**config.mk**
```make
export PLATFORM = sky130hd
export DESIGN_NAME = plic_gateway_multi_flat
export DESIGN_NICKNAME = d
export VERILOG_FILES = /design/src/rtl/plic_gateway_multi_if.sv /design/src/rtl/plic_gateway_multi.sv /design/src/flat_wrapper.sv
export SDC_FILE = /design/constraint.sdc
export NUM_CORES = 1
export LEC_CHECK = 0
export ABC_AREA = 1
export ABC_CLOCK_PERIOD_IN_PS = 4100
export BUFFER_PORTS_ARGS = -buffer_cell sky130_fd_sc_hd__buf_2
export CORE_MARGIN = 2
export CORE_UTILIZATION = 61
export CTS_BUF_LIST = sky130_fd_sc_hd__clkbuf_16
export DETAILED_ROUTE_END_ITERATION = 7
export GPL_TIMING_DRIVEN = 1
export PLACE_DENSITY = 0.8
export SYNTH_ARGS = -nofsm -noshare
export SYNTH_HDL_FRONTEND = slang
export SYNTH_SLANG_ARGS = --single-unit
```
**constraint.sdc**
```tcl
create_clock -name clk -period 4.1 [get_ports clk]
set_input_delay 0.82 -clock clk [delete_from_list [all_inputs] [get_ports clk]]
set_output_delay 0.82 -clock clk [all_outputs]
set_load 0.05 [all_outputs]
```
**src/rtl/plic_gateway_multi_if.sv**
```systemverilog
// Bundle between the PLIC register block (master) and the gateway (slave).
//   irq_src_i       raw asynchronous source lines
//   mode_i          per-source trigger mode: 00 level-high, 01 rise, 10 fall, 11 both
//   claim_req_i     one-cycle claim strobe per target; claim_idx_i carries the ID
//   complete_req_i  one-cycle complete strobe per target; complete_idx_i carries the ID
//   overflow_clr_i  clears the matching sticky overflow flags
//   irq_pending_o   source pending toward the PLIC core
//   irq_active_o    source claimed and awaiting complete
//   edge_overflow_o sticky flag: an edge was dropped at counter saturation
interface plic_gateway_multi_if #(
  parameter int unsigned SRC_COUNT = 32,
  parameter int unsigned TGT_COUNT = 2,
  parameter int unsigned SRC_WIDTH = $clog2(SRC_COUNT + 1)
);
  logic [SRC_COUNT-1:0]                irq_src_i;
  logic [SRC_COUNT-1:0][1:0]           mode_i;
  logic [TGT_COUNT-1:0]                claim_req_i;
  logic [TGT_COUNT-1:0][SRC_WIDTH-1:0] claim_idx_i;
  logic [TGT_COUNT-1:0]                complete_req_i;
  logic [TGT_COUNT-1:0][SRC_WIDTH-1:0] complete_idx_i;
  logic [SRC_COUNT-1:0]                overflow_clr_i;
  logic [SRC_COUNT-1:0]                irq_pending_o;
  logic [SRC_COUNT-1:0]                irq_active_o;
  logic [SRC_COUNT-1:0]                edge_overflow_o;

  modport master (
    output irq_src_i, mode_i, claim_req_i, claim_idx_i,
           complete_req_i, complete_idx_i, overflow_clr_i,
    input  irq_pending_o, irq_active_o, edge_overflow_o
  );

  modport slave (
    input  irq_src_i, mode_i, claim_req_i, claim_idx_i,
           complete_req_i, complete_idx_i, overflow_clr_i,
    output irq_pending_o, irq_active_o, edge_overflow_o
  );
endinterface

```
**src/rtl/plic_gateway_multi.sv**
```systemverilog
// PLIC gateway: synchronizes raw interrupt lines, detects edges per source
// trigger mode, queues edges that arrive while a source is busy, and tracks
// each source through IDLE -> PENDING -> ACTIVE via target claim/complete.
//   clk  clock
//   rst  synchronous reset, active-high
//   gw   slave side of plic_gateway_multi_if (sources, modes, claim/complete,
//        overflow clear in; pending, active, overflow flags out)
module plic_gateway_multi #(
  parameter int unsigned SRC_COUNT      = 32,
  parameter int unsigned TGT_COUNT      = 2,
  parameter int unsigned SRC_WIDTH      = $clog2(SRC_COUNT + 1),
  parameter int unsigned EDGE_CNT_WIDTH = 3,
  parameter int unsigned SYNC_STAGES    = 2
) (
  input logic                  clk,
  input logic                  rst,
  plic_gateway_multi_if.slave  gw
);

  localparam logic [EDGE_CNT_WIDTH-1:0] CNT_MAX = '1;
  localparam logic [EDGE_CNT_WIDTH-1:0] CNT_ONE = EDGE_CNT_WIDTH'(1);

  typedef enum logic [1:0] {
    ST_IDLE    = 2'd0,
    ST_PENDING = 2'd1,
    ST_ACTIVE  = 2'd2
  } state_t;

  logic [SRC_COUNT-1:0]      sync_q [SYNC_STAGES];
  logic [SRC_COUNT-1:0]      prev_q;
  logic [SRC_COUNT-1:0][1:0] mode_q;
  logic [EDGE_CNT_WIDTH-1:0] cnt_q  [SRC_COUNT];
  state_t                    state_q[SRC_COUNT];
  logic [SRC_COUNT-1:0]      pending_q;
  logic [SRC_COUNT-1:0]      active_q;
  logic [SRC_COUNT-1:0]      overflow_q;

  logic [SRC_COUNT-1:0]      s_c;
  logic [SRC_COUNT-1:0]      rise_c;
  logic [SRC_COUNT-1:0]      fall_c;
  logic [SRC_COUNT-1:0]      edge_c;
  logic [SRC_COUNT-1:0]      claim_hit_c;
  logic [SRC_COUNT-1:0]      complete_hit_c;

  assign s_c    = sync_q[SYNC_STAGES-1];
  assign rise_c = s_c & ~prev_q;
  assign fall_c = ~s_c & prev_q;

  // Mode-qualified edge and per-source claim/complete decode. IDs outside
  // 1..SRC_COUNT never match any source, so they fall out naturally.
  always_comb begin
    edge_c         = '0;
    claim_hit_c    = '0;
    complete_hit_c = '0;
    for (int unsigned i = 0; i < SRC_COUNT; i++) begin
      unique case (gw.mode_i[i])
        2'b01:   edge_c[i] = rise_c[i];
        2'b10:   edge_c[i] = fall_c[i];
        2'b11:   edge_c[i] = rise_c[i] | fall_c[i];
        default: edge_c[i] = 1'b0;
      endcase
      for (int unsigned t = 0; t < TGT_COUNT; t++) begin
        if (gw.claim_req_i[t] && (gw.claim_idx_i[t] == SRC_WIDTH'(i + 1)))
          claim_hit_c[i] = 1'b1;
        if (gw.complete_req_i[t] && (gw.complete_idx_i[t] == SRC_WIDTH'(i + 1)))
          complete_hit_c[i] = 1'b1;
      end
    end
  end

  // Synchronizer, edge history, per-source FSM, edge counter and overflow flag.
  // Later non-blocking assignments to the same counter/flag take precedence.
  always_ff @(posedge clk) begin
    if (rst) begin
      for (int unsigned j = 0; j < SYNC_STAGES; j++) sync_q[j] <= '0;
      prev_q     <= '0;
      mode_q     <= '0;
      pending_q  <= '0;
      active_q   <= '0;
      overflow_q <= '0;
      for (int unsigned i = 0; i < SRC_COUNT; i++) begin
        cnt_q[i]   <= '0;
        state_q[i] <= ST_IDLE;
      end
    end else begin
      sync_q[0] <= gw.irq_src_i;
      for (int unsigned j = 1; j < SYNC_STAGES; j++) sync_q[j] <= sync_q[j-1];
      prev_q <= s_c;
      mode_q <= gw.mode_i;

      for (int unsigned i = 0; i < SRC_COUNT; i++) begin
        unique case (state_q[i])
          ST_IDLE: begin
            if ((gw.mode_i[i] == 2'b00) ? s_c[i] : (edge_c[i] || (cnt_q[i] != '0))) begin
              state_q[i]   <= ST_PENDING;
              pending_q[i] <= 1'b1;
            end
            // A fresh edge is consumed first; only otherwise drain the queue.
            if ((gw.mode_i[i] != 2'b00) && !edge_c[i] && (cnt_q[i] != '0))
              cnt_q[i] <= cnt_q[i] - CNT_ONE;
          end
          ST_PENDING: begin
            if (claim_hit_c[i]) begin
              state_q[i]   <= ST_ACTIVE;
              pending_q[i] <= 1'b0;
              active_q[i]  <= 1'b1;
            end
          end
          ST_ACTIVE: begin
            if (complete_hit_c[i]) begin
              state_q[i]  <= ST_IDLE;
              active_q[i] <= 1'b0;
            end
          end
          default: begin
            state_q[i]   <= ST_IDLE;
            pending_q[i] <= 1'b0;
            active_q[i]  <= 1'b0;
          end
        endcase

        if (gw.overflow_clr_i[i]) overflow_q[i] <= 1'b0;

        // Edges seen while busy are queued; at saturation they set the flag.
        if ((state_q[i] != ST_IDLE) && edge_c[i]) begin
          if (cnt_q[i] == CNT_MAX) overflow_q[i] <= 1'b1;
          else                     cnt_q[i]      <= cnt_q[i] + CNT_ONE;
        end

        if ((gw.mode_i[i] == 2'b00) || (gw.mode_i[i] != mode_q[i]))
          cnt_q[i] <= '0;
      end
    end
  end

  assign gw.irq_pending_o   = pending_q;
  assign gw.irq_active_o    = active_q;
  assign gw.edge_overflow_o = overflow_q;

endmodule

```
**src/flat_wrapper.sv**
```systemverilog
// flat-port wrapper written by rule: the top's interface ports become plain ports
module plic_gateway_multi_flat 
#(
  parameter int unsigned SRC_COUNT      = 32,
  parameter int unsigned TGT_COUNT      = 2,
  parameter int unsigned SRC_WIDTH      = $clog2(SRC_COUNT + 1),
  parameter int unsigned EDGE_CNT_WIDTH = 3,
  parameter int unsigned SYNC_STAGES    = 2
)
  (clk, rst, gw_irq_src_i, gw_mode_i, gw_claim_req_i, gw_claim_idx_i, gw_complete_req_i, gw_complete_idx_i, gw_overflow_clr_i, gw_irq_pending_o, gw_irq_active_o, gw_edge_overflow_o);
  plic_gateway_multi_if #(.SRC_COUNT(SRC_COUNT), .TGT_COUNT(TGT_COUNT), .SRC_WIDTH(SRC_WIDTH)) gw_i ();
  input logic clk;
  input logic rst;
  input wire logic [$bits(gw_i.irq_src_i)-1:0] gw_irq_src_i;
  input wire logic [$bits(gw_i.mode_i)-1:0] gw_mode_i;
  input wire logic [$bits(gw_i.claim_req_i)-1:0] gw_claim_req_i;
  input wire logic [$bits(gw_i.claim_idx_i)-1:0] gw_claim_idx_i;
  input wire logic [$bits(gw_i.complete_req_i)-1:0] gw_complete_req_i;
  input wire logic [$bits(gw_i.complete_idx_i)-1:0] gw_complete_idx_i;
  input wire logic [$bits(gw_i.overflow_clr_i)-1:0] gw_overflow_clr_i;
  output wire logic [$bits(gw_i.irq_pending_o)-1:0] gw_irq_pending_o;
  output wire logic [$bits(gw_i.irq_active_o)-1:0] gw_irq_active_o;
  output wire logic [$bits(gw_i.edge_overflow_o)-1:0] gw_edge_overflow_o;
  assign gw_i.irq_src_i = gw_irq_src_i;
  assign gw_i.mode_i = gw_mode_i;
  assign gw_i.claim_req_i = gw_claim_req_i;
  assign gw_i.claim_idx_i = gw_claim_idx_i;
  assign gw_i.complete_req_i = gw_complete_req_i;
  assign gw_i.complete_idx_i = gw_complete_idx_i;
  assign gw_i.overflow_clr_i = gw_overflow_clr_i;
  assign gw_irq_pending_o = gw_i.irq_pending_o;
  assign gw_irq_active_o = gw_i.irq_active_o;
  assign gw_edge_overflow_o = gw_i.edge_overflow_o;
  plic_gateway_multi #(.SRC_COUNT(SRC_COUNT), .TGT_COUNT(TGT_COUNT), .SRC_WIDTH(SRC_WIDTH), .EDGE_CNT_WIDTH(EDGE_CNT_WIDTH), .SYNC_STAGES(SYNC_STAGES)) u_core (.clk(clk), .rst(rst), .gw(gw_i));
endmodule
```
; Yosys cells after proc, flatten, opt, wreduce, memory -nomap -nowiden
; Memory sizes are Yosys's and may differ from the RTL's.
; Cells that the tools add are included.
; Widths: inputs -> output; s select.
[classes]
add_sub_neg = 64
n_mul = 0
div = 0
n_lt_le_gt_ge = 0
eq_ne = 448
shifts = 0
muxes = 1541
bitwise_logic = 326
n_reduce_logical = 576
[op_table]
columns = cell, n
row1 = $mux 1, 1219
row2 = $eq 6x5->1 const B, 64
row3 = $mux 3, 96
row4 = $pmux 1 s3, 96
row5 = $or 1x1->1, 258
row6 = $mux 2, 128
row7 = $logic_and 1x1->1, 224
row8 = $eq 2x2->1 const B, 96
row9 = $eq 6x4->1 const B, 32
row10 = $ne 2x1->1 const B, 96
row11 = $reduce_and 3->1, 64
row12 = $eq 2x1->1 const B, 64
row13 = $logic_not 2->1, 64
row14 = $reduce_bool 2->1, 64
row15 = $add 3x1->3 const B, 32
row16 = $eq 3x3->1 const B, 32
row17 = $eq 6x3->1 const B, 16
row18 = $reduce_bool 3->1, 32
row19 = $reduce_or 3->1, 32
row20 = $sub 3x1->3 const B, 32
row21 = $and 32x32->32, 2
row22 = $logic_or 1x1->1, 64
row23 = $mux 32, 2
row24 = $ne 2x2->1, 32
row25 = 6 further kinds, 114
[word_totals]
ff_bits = 192
latchBits = 0
ramBits = 224
rom_bits = 0
in_bits = 158
output_inout_bits = 96
mem_count = 3
[memory_table]
columns = name, depth, width, rd, rd_ports_with_merged_regs, write_ports, line_no
row1 = u_core.cnt_q, 32, 3, 32, 0, 32, plic_gateway_multi.sv:32  ; logic [EDGE_CNT_WIDTH-1:0] cnt_q [SRC_COUNT];
row2 = u_core.state_q, 32, 2, 32, 0, 32, plic_gateway_multi.sv:33  ; state_t state_q[SRC_COUNT];
row3 = u_core.sync_q, 2, 32, 2, 0, 2, plic_gateway_multi.sv:29  ; logic [SRC_COUNT-1:0] sync_q [SYNC_STAGES];

; Depth between registers and ports, before layout
; Gate-level depths: netlist of the first run.
[depth]
word_depth = 14
mapped_depth = 13

; Least setup slack after synthesis of the first run
; OpenSTA, ideal clock, no wires.
[synth_path]
kind = input to register
start = in rst
end = mem u_core.cnt_q[19][2] (netlist: u_core.cnt_q[2][11]), data pin
arrival_time_ns = 2.267
t_required_ns = 3.844
setup_slack_ns = 1.578
path_stages = 9
n_path_buf = 3
path_cell_list = buf_2 inv_2 buf_4 buf_4 nand4_1 fa_1 xor2_1 o21ai_0 nor2_1
[synth_lines]
columns = item, line_no
row1 = start: declaration, flat_wrapper.sv:13  ; input logic rst;
row2 = end: declaration, plic_gateway_multi.sv:32

==> flow_summary.ini, run 1 <==
[status]
run_status = completed

[global_route]
pin_count_of_the_biggest_net_entering_global_routing = 141
grt_pass1_wl_um = 90900
grt_overflow = 0
via_count_of_the_first_global_routing_pass = 19600
grt_antenna_before_repair = 15
grt_util_all_layers_pct = 28.8

[timing]
maxSlewHeadroom_pct = 52.3
drv_slew = 0
layout_min_cycle_time_ps = 2640
final.setup_skew_ps = 17.4
totalNegativeSetupSlack_ps = 0
max_freq_mhz = 379
grt_setup_unrepaired = false
fin_crit_sh_pct = 64.3
worst-slew-pin-transition_ps = 715
holdWs_ps = 400
report.final.setup_viol = 0
finalHoldViolations = 0

[finish]
postLayoutCoreUtil_pct = 71.0
mostFrequentLayoutCells = sky130_fd_sc_hd__nand2_1 (695), sky130_fd_sc_hd__nor2_1 (507), sky130_fd_sc_hd__inv_1 (472)
layout.filler_cells = 2997
drive_gt1_share_pct = 11.4
multi_input_comb_area_mm2 = 0.0106
regArea_mm2 = 0.00993
layout_commonest_cell = sky130_fd_sc_hd__nand2_1
num-nets-final = 3560
area.growth.synth_to_final_pct = 14.6

[drt]
postRouteWirelength_um = 56100
routed_via_density = 5.38
wl_per_cell_um = 14.7
met3_wirelength_um = 4230
num_vias = 20600
drt_first_iter_violations = 1507
drcViolationCount = 0
routedLengthMet1_um = 22900
drt.antenna.violating_nets = 0
wl_met2_um = 26900
maxUsedRoutingLayer = met5
drt-pass1-iter-count = 8

[floorplanning]
fp.dieW_um = 197
die_h_um = 197
floorplan.die_area_mm2 = 0.0388
pin_count = 254
core.rowCount = 70
initial_core_utilization_pct = 62.0
core_mm2 = 0.0366

[cts]
post-cts-setup-buffers = 0
clock_root_cell = sky130_fd_sc_hd__clkbuf_16
htree_levels = 2
numCtsBuffers = 46
max-clock-path-buffers = 3
numClockSinks = 416
clk_latency_ps = 580
cts-resized-gates = 0
tritoncts = done
hold_buffer_count_at_cts = 0
clk_pin_slew_ps = 60

[yosys]
synth_warnings = 0
synth_nets = 3314
synth.ff_latch_count = 416
post_synthesis_cell_type_count = 37
syn_avg_cell_area_um2 = 7.42
netlist_area_mm2 = 0.0227
seq_area_frac_synth_pct = 43.8
netlist_instances = 3057

[power]
finalPower_mw = 11.3
highest_ir_drop_seen_on_vdd_v = 0.000360
static-leakage-power_nw = 12.9
power.density_mw_per_mm2 = 434

[critical_path]
timing.critical_path.from_type = input port
critical_path_required_ps = 4420
setup.worst_path.end_class = flop
r2r_end = u_core.cnt_q[0][17]$_SDFFCE_PP0P_
timing.reg2reg.worst_path_depth = 10
timing.rr.start = u_core.sync_q[0][37]$_SDFF_PP0_
reg2reg_setup_slack_ps = 1680
type_of_the_worst_setup_path = input port to flop
arrival_time_reported_for_the_critical_path_endpoint_ps = 2960
path_max_fanout = 57

[min_path]
holdCritPathClass = flop to flop
worst_hold_path.num_cells = 2
hold_path_startpoint = u_core.sync_q[0][22]$_SDFF_PP0_
timing.hold.worst_endpoint = u_core.sync_q[0][54]$_SDFF_PP0_

[placed_design]
post-dp-hpwl_um = 42200
routabilityCongestion = 0.919
port-buffer-count = 253

[flow_run]
max_cap_violations = 0
[worst max-delay path: stages]
cell and delay, ps:
sky130_fd_sc_hd__buf_8 180, sky130_fd_sc_hd__inv_6 240, sky130_fd_sc_hd__buf_12 310, sky130_fd_sc_hd__nand2_1 100
sky130_fd_sc_hd__inv_1 80, sky130_fd_sc_hd__nand3_1 170, sky130_fd_sc_hd__fa_1 490, sky130_fd_sc_hd__xor2_1 220
sky130_fd_sc_hd__inv_1 70, sky130_fd_sc_hd__nand2_1 70, sky130_fd_sc_hd__nand2_1 60, sky130_fd_sc_hd__inv_1 50
sky130_fd_sc_hd__nor2_1 30
[power by group]
group / internal (mW) / switching, mW / total [mW] / leakage (nW)
Sequential: 4.66 / 0.289 / 4.95 / 3.87
Clock: 2.76 / 1.72 / 4.48 / 0.833
Combinational: 0.632 / 1.23 / 1.87 / 8.19
Total: 8.06 / 3.24 / 11.3 / 12.9
[metrics by stage]
| stage | instances | setup WS [ps] | instance area, um^2 |
|---|---|---|---|
| after CTS | 3809 | 1540 | 26000 |
| after floorplan | 3057 | 1580 | 22700 |
| final | 3823 | 1460 | 26000 |
| after global routing | 3816 | 1320 | 26000 |
| after global placement | 3723 | 1050 | 24300 |
| after detailed placement | 3723 | 932 | 24300 |
[registers in the layout (all words and copies together) (netlist names)]
name                       cells
u_core.gw.edge_overflow_o     32
u_core.cnt_q                  96
u_core.gw.irq_active_o        32
u_core.state_q                64
u_core.gw.irq_pending_o       32
u_core.sync_q                 64
u_core.prev_q                 32
u_core.mode_q                 64
[how the worst max path moves through the flow]
stage | start | endpoint | slack (ps) | cells past startpoint
floorplan | rst | u_core.cnt_q[2][11]$_SDFFCE_PP0P_ | 1580 | 9
global placement | rst | u_core.cnt_q[1][11]$_SDFFCE_PP0P_ | 1050 | 13
detailed placement | rst | u_core.cnt_q[0][8]$_SDFFCE_PP0P_ | 930 | 13
CTS | rst | u_core.cnt_q[0][8]$_SDFFCE_PP0P_ | 1540 | 13
global route | rst | u_core.cnt_q[1][11]$_SDFFCE_PP0P_ | 1320 | 13
finish | rst | u_core.cnt_q[0][8]$_SDFFCE_PP0P_ | 1460 | 13
[cell usage after synthesis, drive strengths merged]
cell	instances	area (um^2)
nor2	515	1960
nand3	304	1520
o211ai	4	30.0
and3	3	18.8
nand4	72	450
buf	65	350
nor3b	1	7.51
o22ai	5	31.3
clkbuf	4	15.0
a21boi	12	90.1
dfxtp	256	5120
nand3b	35	267
and2	5	31.3
o21bai	3	22.5
o21ai	64	320
ha	68	851
xnor2	60	526
or2	25	156
xor2	31	272
fa	31	621
inv	475	1780
or3	1	6.26
nor3	40	200
o21a	1	7.51
a211oi	2	15.0
a21oi	120	601
edfxtp	160	4800
nand2	695	2610
[cells by family after synthesis]
kind of cell	after synthesis	share of synthesized area, %
AO/OA/AOI/OAI	211	4.92
adder cells (fa/ha/maj)	99	6.48
flip-flops	416	43.8
AND/OR/NAND/NOR	1696	31.9
XOR/XNOR	91	3.51
buffers and inverters	544	9.47
[cell type report]
class                           count  share of cell area (%)
Tap cell                          468                    2.25
Timing Repair Buffer              267                    5.41
Antenna cell                       14                   0.135
Clock buffer                       50                    4.81
Clock inverter                     36                    1.52
Multi-Input combinational cell   2097                    40.8
Sequential cell                   416                    38.2
Inverter                          475                    6.87
[layer usage]
layer  vias up  GRT usage, %
met5         -             0
met4        12          11.9
met3       132          5.36
met2       703          49.3
met1      9512          36.0
li1      10200             -
Power figures use the tool's default switching activity.
==> run 2, diff against run 1 <==
Settings changed: ABC_AREA 1 to 0, ABC_CLOCK_PERIOD_IN_PS 4100 to 2700, CORE_UTILIZATION 61 to 59, PLACE_DENSITY 0.8 to 0.77.
Clock period 4.1 ns to 2.7 ns, I/O delays scaled along.
==> run 2 against run 1 <==
Against the previous run:
- cell area decreased by 2.0%
- register-to-register slack got worse by 1600 ps
- total power is 38% higher
- critical path type is now flop to flop
- largest cell class unchanged
==> flow_summary.ini, run 2 <==
[critical_path]
setup.worst_path.end_class = flop
type_of_the_worst_setup_path = flop to flop
timing.critical_path.from_type = flop
path_max_fanout = 3
critical_path_required_ps = 3020
arrival_time_reported_for_the_critical_path_endpoint_ps = 2930

[power]
static-leakage-power_nw = 10.3
cellInternalPower_mw = 11.2
power_frac_seq_pct = 47.5
highest_ir_drop_seen_on_vdd_v = 0.000541
power.density_mw_per_mm2 = 612
power.combinational.fraction_pct = 15.3
power_switching_mw = 4.39
switching_part_of_the_total_pct = 28.1
clock_power_share_pct = 37.2
finalPower_mw = 15.6

[yosys]
synth.area.top_cells = sky130_fd_sc_hd__dfxtp_1 (23%), sky130_fd_sc_hd__edfxtp_1 (22%), sky130_fd_sc_hd__nor2b_1 (5.0%), sky130_fd_sc_hd__ha_1 (3.9%), sky130_fd_sc_hd__nor2_1 (3.9%)
synth_common_cells = sky130_fd_sc_hd__dfxtp_1 (256), sky130_fd_sc_hd__nor2_1 (226), sky130_fd_sc_hd__nor2b_1 (177)
post_synthesis_cell_type_count = 87
synth.ff_latch_count = 416
synth_largest_area_cell = sky130_fd_sc_hd__dfxtp_1
netlist_instances = 2325
netlist_area_mm2 = 0.0220
seq_area_frac_synth_pct = 45.1
synth_warnings = 0
synth_largest_type_area_fraction_pct = 23.3
async_reset_ff_share_pct = 0
syn_avg_cell_area_um2 = 9.47
synth_ff_type = sky130_fd_sc_hd__dfxtp_1
synth_enable_flop_cells = 160
leading_cell_type_by_number_of_instances_after_synthesis = sky130_fd_sc_hd__dfxtp_1
synth_nets = 2582

[finish]
layout.filler_cells = 2902
postLayoutCoreUtil_pct = 69.5
mostFrequentLayoutCells = sky130_fd_sc_hd__dfxtp_1 (256), sky130_fd_sc_hd__buf_2 (252), sky130_fd_sc_hd__nor2_1 (226)
largest_register_ff_count = 96
layout_commonest_cell = sky130_fd_sc_hd__dfxtp_1
drive_gt1_share_pct = 16.9
area.growth.synth_to_final_pct = 15.8
max_flop_register = u_core.cnt_q
num-nets-final = 2855

[timing]
maxSlewHeadroom_pct = 38.4
layout_min_cycle_time_ps = 2600
final.setup_skew_ps = 13.6
report.final.setup_viol = 0
max_freq_mhz = 384
finalHoldViolations = 0
drv_slew = 0
worst-slew-pin-transition_ps = 913
fin_crit_sh_pct = 96.4

[status]
run_status = completed

[min_path]
holdCritPathClass = input port to flop

[cts]
clock_root_cell = sky130_fd_sc_hd__clkbuf_16
htree_levels = 2
clk_latency_ps = 580
clk_pin_slew_ps = 60
numCtsBuffers = 44
max-clock-path-buffers = 3
hold_buffer_count_at_cts = 0
numClockSinks = 416
tritoncts = done

[global_route]
grt_pass1_wl_um = 86200
pin_count_of_the_biggest_net_entering_global_routing = 67
grt_antenna_before_repair = 17
grt_util_all_layers_pct = 27.7
grt_overflow = 0
via_count_of_the_first_global_routing_pass = 17500

[drt]
drcViolationCount = 0
num_vias = 18500
postRouteWirelength_um = 54800
wl_per_cell_um = 17.6
drt.antenna.violating_nets = 0
drt-pass1-iter-count = 5
drt_first_iter_violations = 1134
routed_via_density = 5.92

[flow_run]
max_cap_violations = 0

[placed_design]
post-dp-hpwl_um = 41100
port-buffer-count = 253
routabilityCongestion = 0.951

[floorplanning]
die_h_um = 197
core_mm2 = 0.0367
pin_count = 254
fp.dieW_um = 197
core.rowCount = 70
floorplan.die_area_mm2 = 0.0389
initial_core_utilization_pct = 60.0
[run 2: what timing repair did]
item	CTS	global route
endpoints found under the setup margin	0	18
endpoints found under the hold margin	0	0
setup buffers	0	2
gates resized for setup	0	23
[run 2: layer usage]
metal  part of all wire [%]  vias to the layer above  GRT usage [%]
li1                       -                     8948              -
met1                     41                     8833           34.5
met2                     47                      545           45.6
met3                    7.9                      125           6.66
met4                    3.7                       10           12.6
met5                   0.11                        -          0.383
[run 2: cell families (layout without fill, tap and decap cells)]
family / after synthesis / count (layout) / share of synthesized area (%)
and+or+nand+nor: 1022 / 1022 / 25.4
AOI/OAI and AO/OA: 494 / 494 / 15.3
adders and majority gates: 99 / 99 / 6.69
buffers and inverters: 199 / 508 / 3.62
xor gates and xnor gates: 85 / 85 / 3.38
muxes: 10 / 10 / 0.455
DFF: 416 / 416 / 45.1
other: 0 / 14 / 0
[run 2: critical path, stage by stage (launching register included)]
cell	delay, ps
sky130_fd_sc_hd__dfxtp_1	360
sky130_fd_sc_hd__inv_1	70
sky130_fd_sc_hd__ha_1	280
sky130_fd_sc_hd__nand2b_1	180
sky130_fd_sc_hd__a311oi_2	340
sky130_fd_sc_hd__and2_4	210
sky130_fd_sc_hd__inv_1	80
sky130_fd_sc_hd__fa_1	430
sky130_fd_sc_hd__xor2_1	210
sky130_fd_sc_hd__xnor2_1	150
sky130_fd_sc_hd__nor2_1	60
[run 2: worst paths after layout]
check / startpoint / end / depth (start not counted) / slack (ps)
min: gw_irq_src_i[5] / u_core.sync_q[0][5]$_SDFF_PP0_ / 2 / 170
max reg2reg: u_core.sync_q[0][43]$_SDFF_PP0_ / u_core.cnt_q[1][11]$_SDFFCE_PP0P_ / 10 / 100
max: u_core.sync_q[0][43]$_SDFF_PP0_ / u_core.cnt_q[1][11]$_SDFFCE_PP0P_ / 10 / 100
min reg2reg: u_core.sync_q[0][1]$_SDFF_PP0_ / u_core.sync_q[0][33]$_SDFF_PP0_ / 1 / 440
[run 2: layout make-up]
| type | instances | area (um^2) | area share [%] |
|---|---|---|---|
| multi-input combinational | 1710 | 11400 | 44.8 |
| clock inverter | 36 | 220 | 0.864 |
| antenna | 14 | 35.0 | 0.137 |
| inverter | 123 | 462 | 1.81 |
| clock buffer | 46 | 1150 | 4.52 |
| tap | 468 | 586 | 2.30 |
| timing repair buffer | 303 | 1690 | 6.63 |
| sequential | 416 | 9930 | 39.0 |
[run 2: stage by stage]
stage / std cells / hold slack [ps] / TNS [ps] / setup WS, ps / cell area (um^2)
2_1_floorplan: 2325 / 414 / 0 / 105 / 22000
3_3_place_gp: 3018 / 417 / 0 / 128 / 23900
3_5_place_dp: 3018 / 427 / 0 / 42.6 / 23900
4_1_cts: 3100 / 147 / 0 / 75.6 / 25300
5_1_grt: 3110 / 177 / -21.8 / -16.2 / 25500
6_report: 3116 / 173 / 0 / 97.5 / 25500
[run 2: power by group through the flow]
stage          sequential (mW)  clock, mW  combinational [mW]
2_1_floorplan             7.66          0                1.43
3_3_place_gp              7.50          0                2.24
3_5_place_dp              7.53          0                2.33
4_1_cts                   7.40       5.93                2.35
5_1_grt                   7.47       6.14                2.63
6_report                  7.41       5.80                2.38
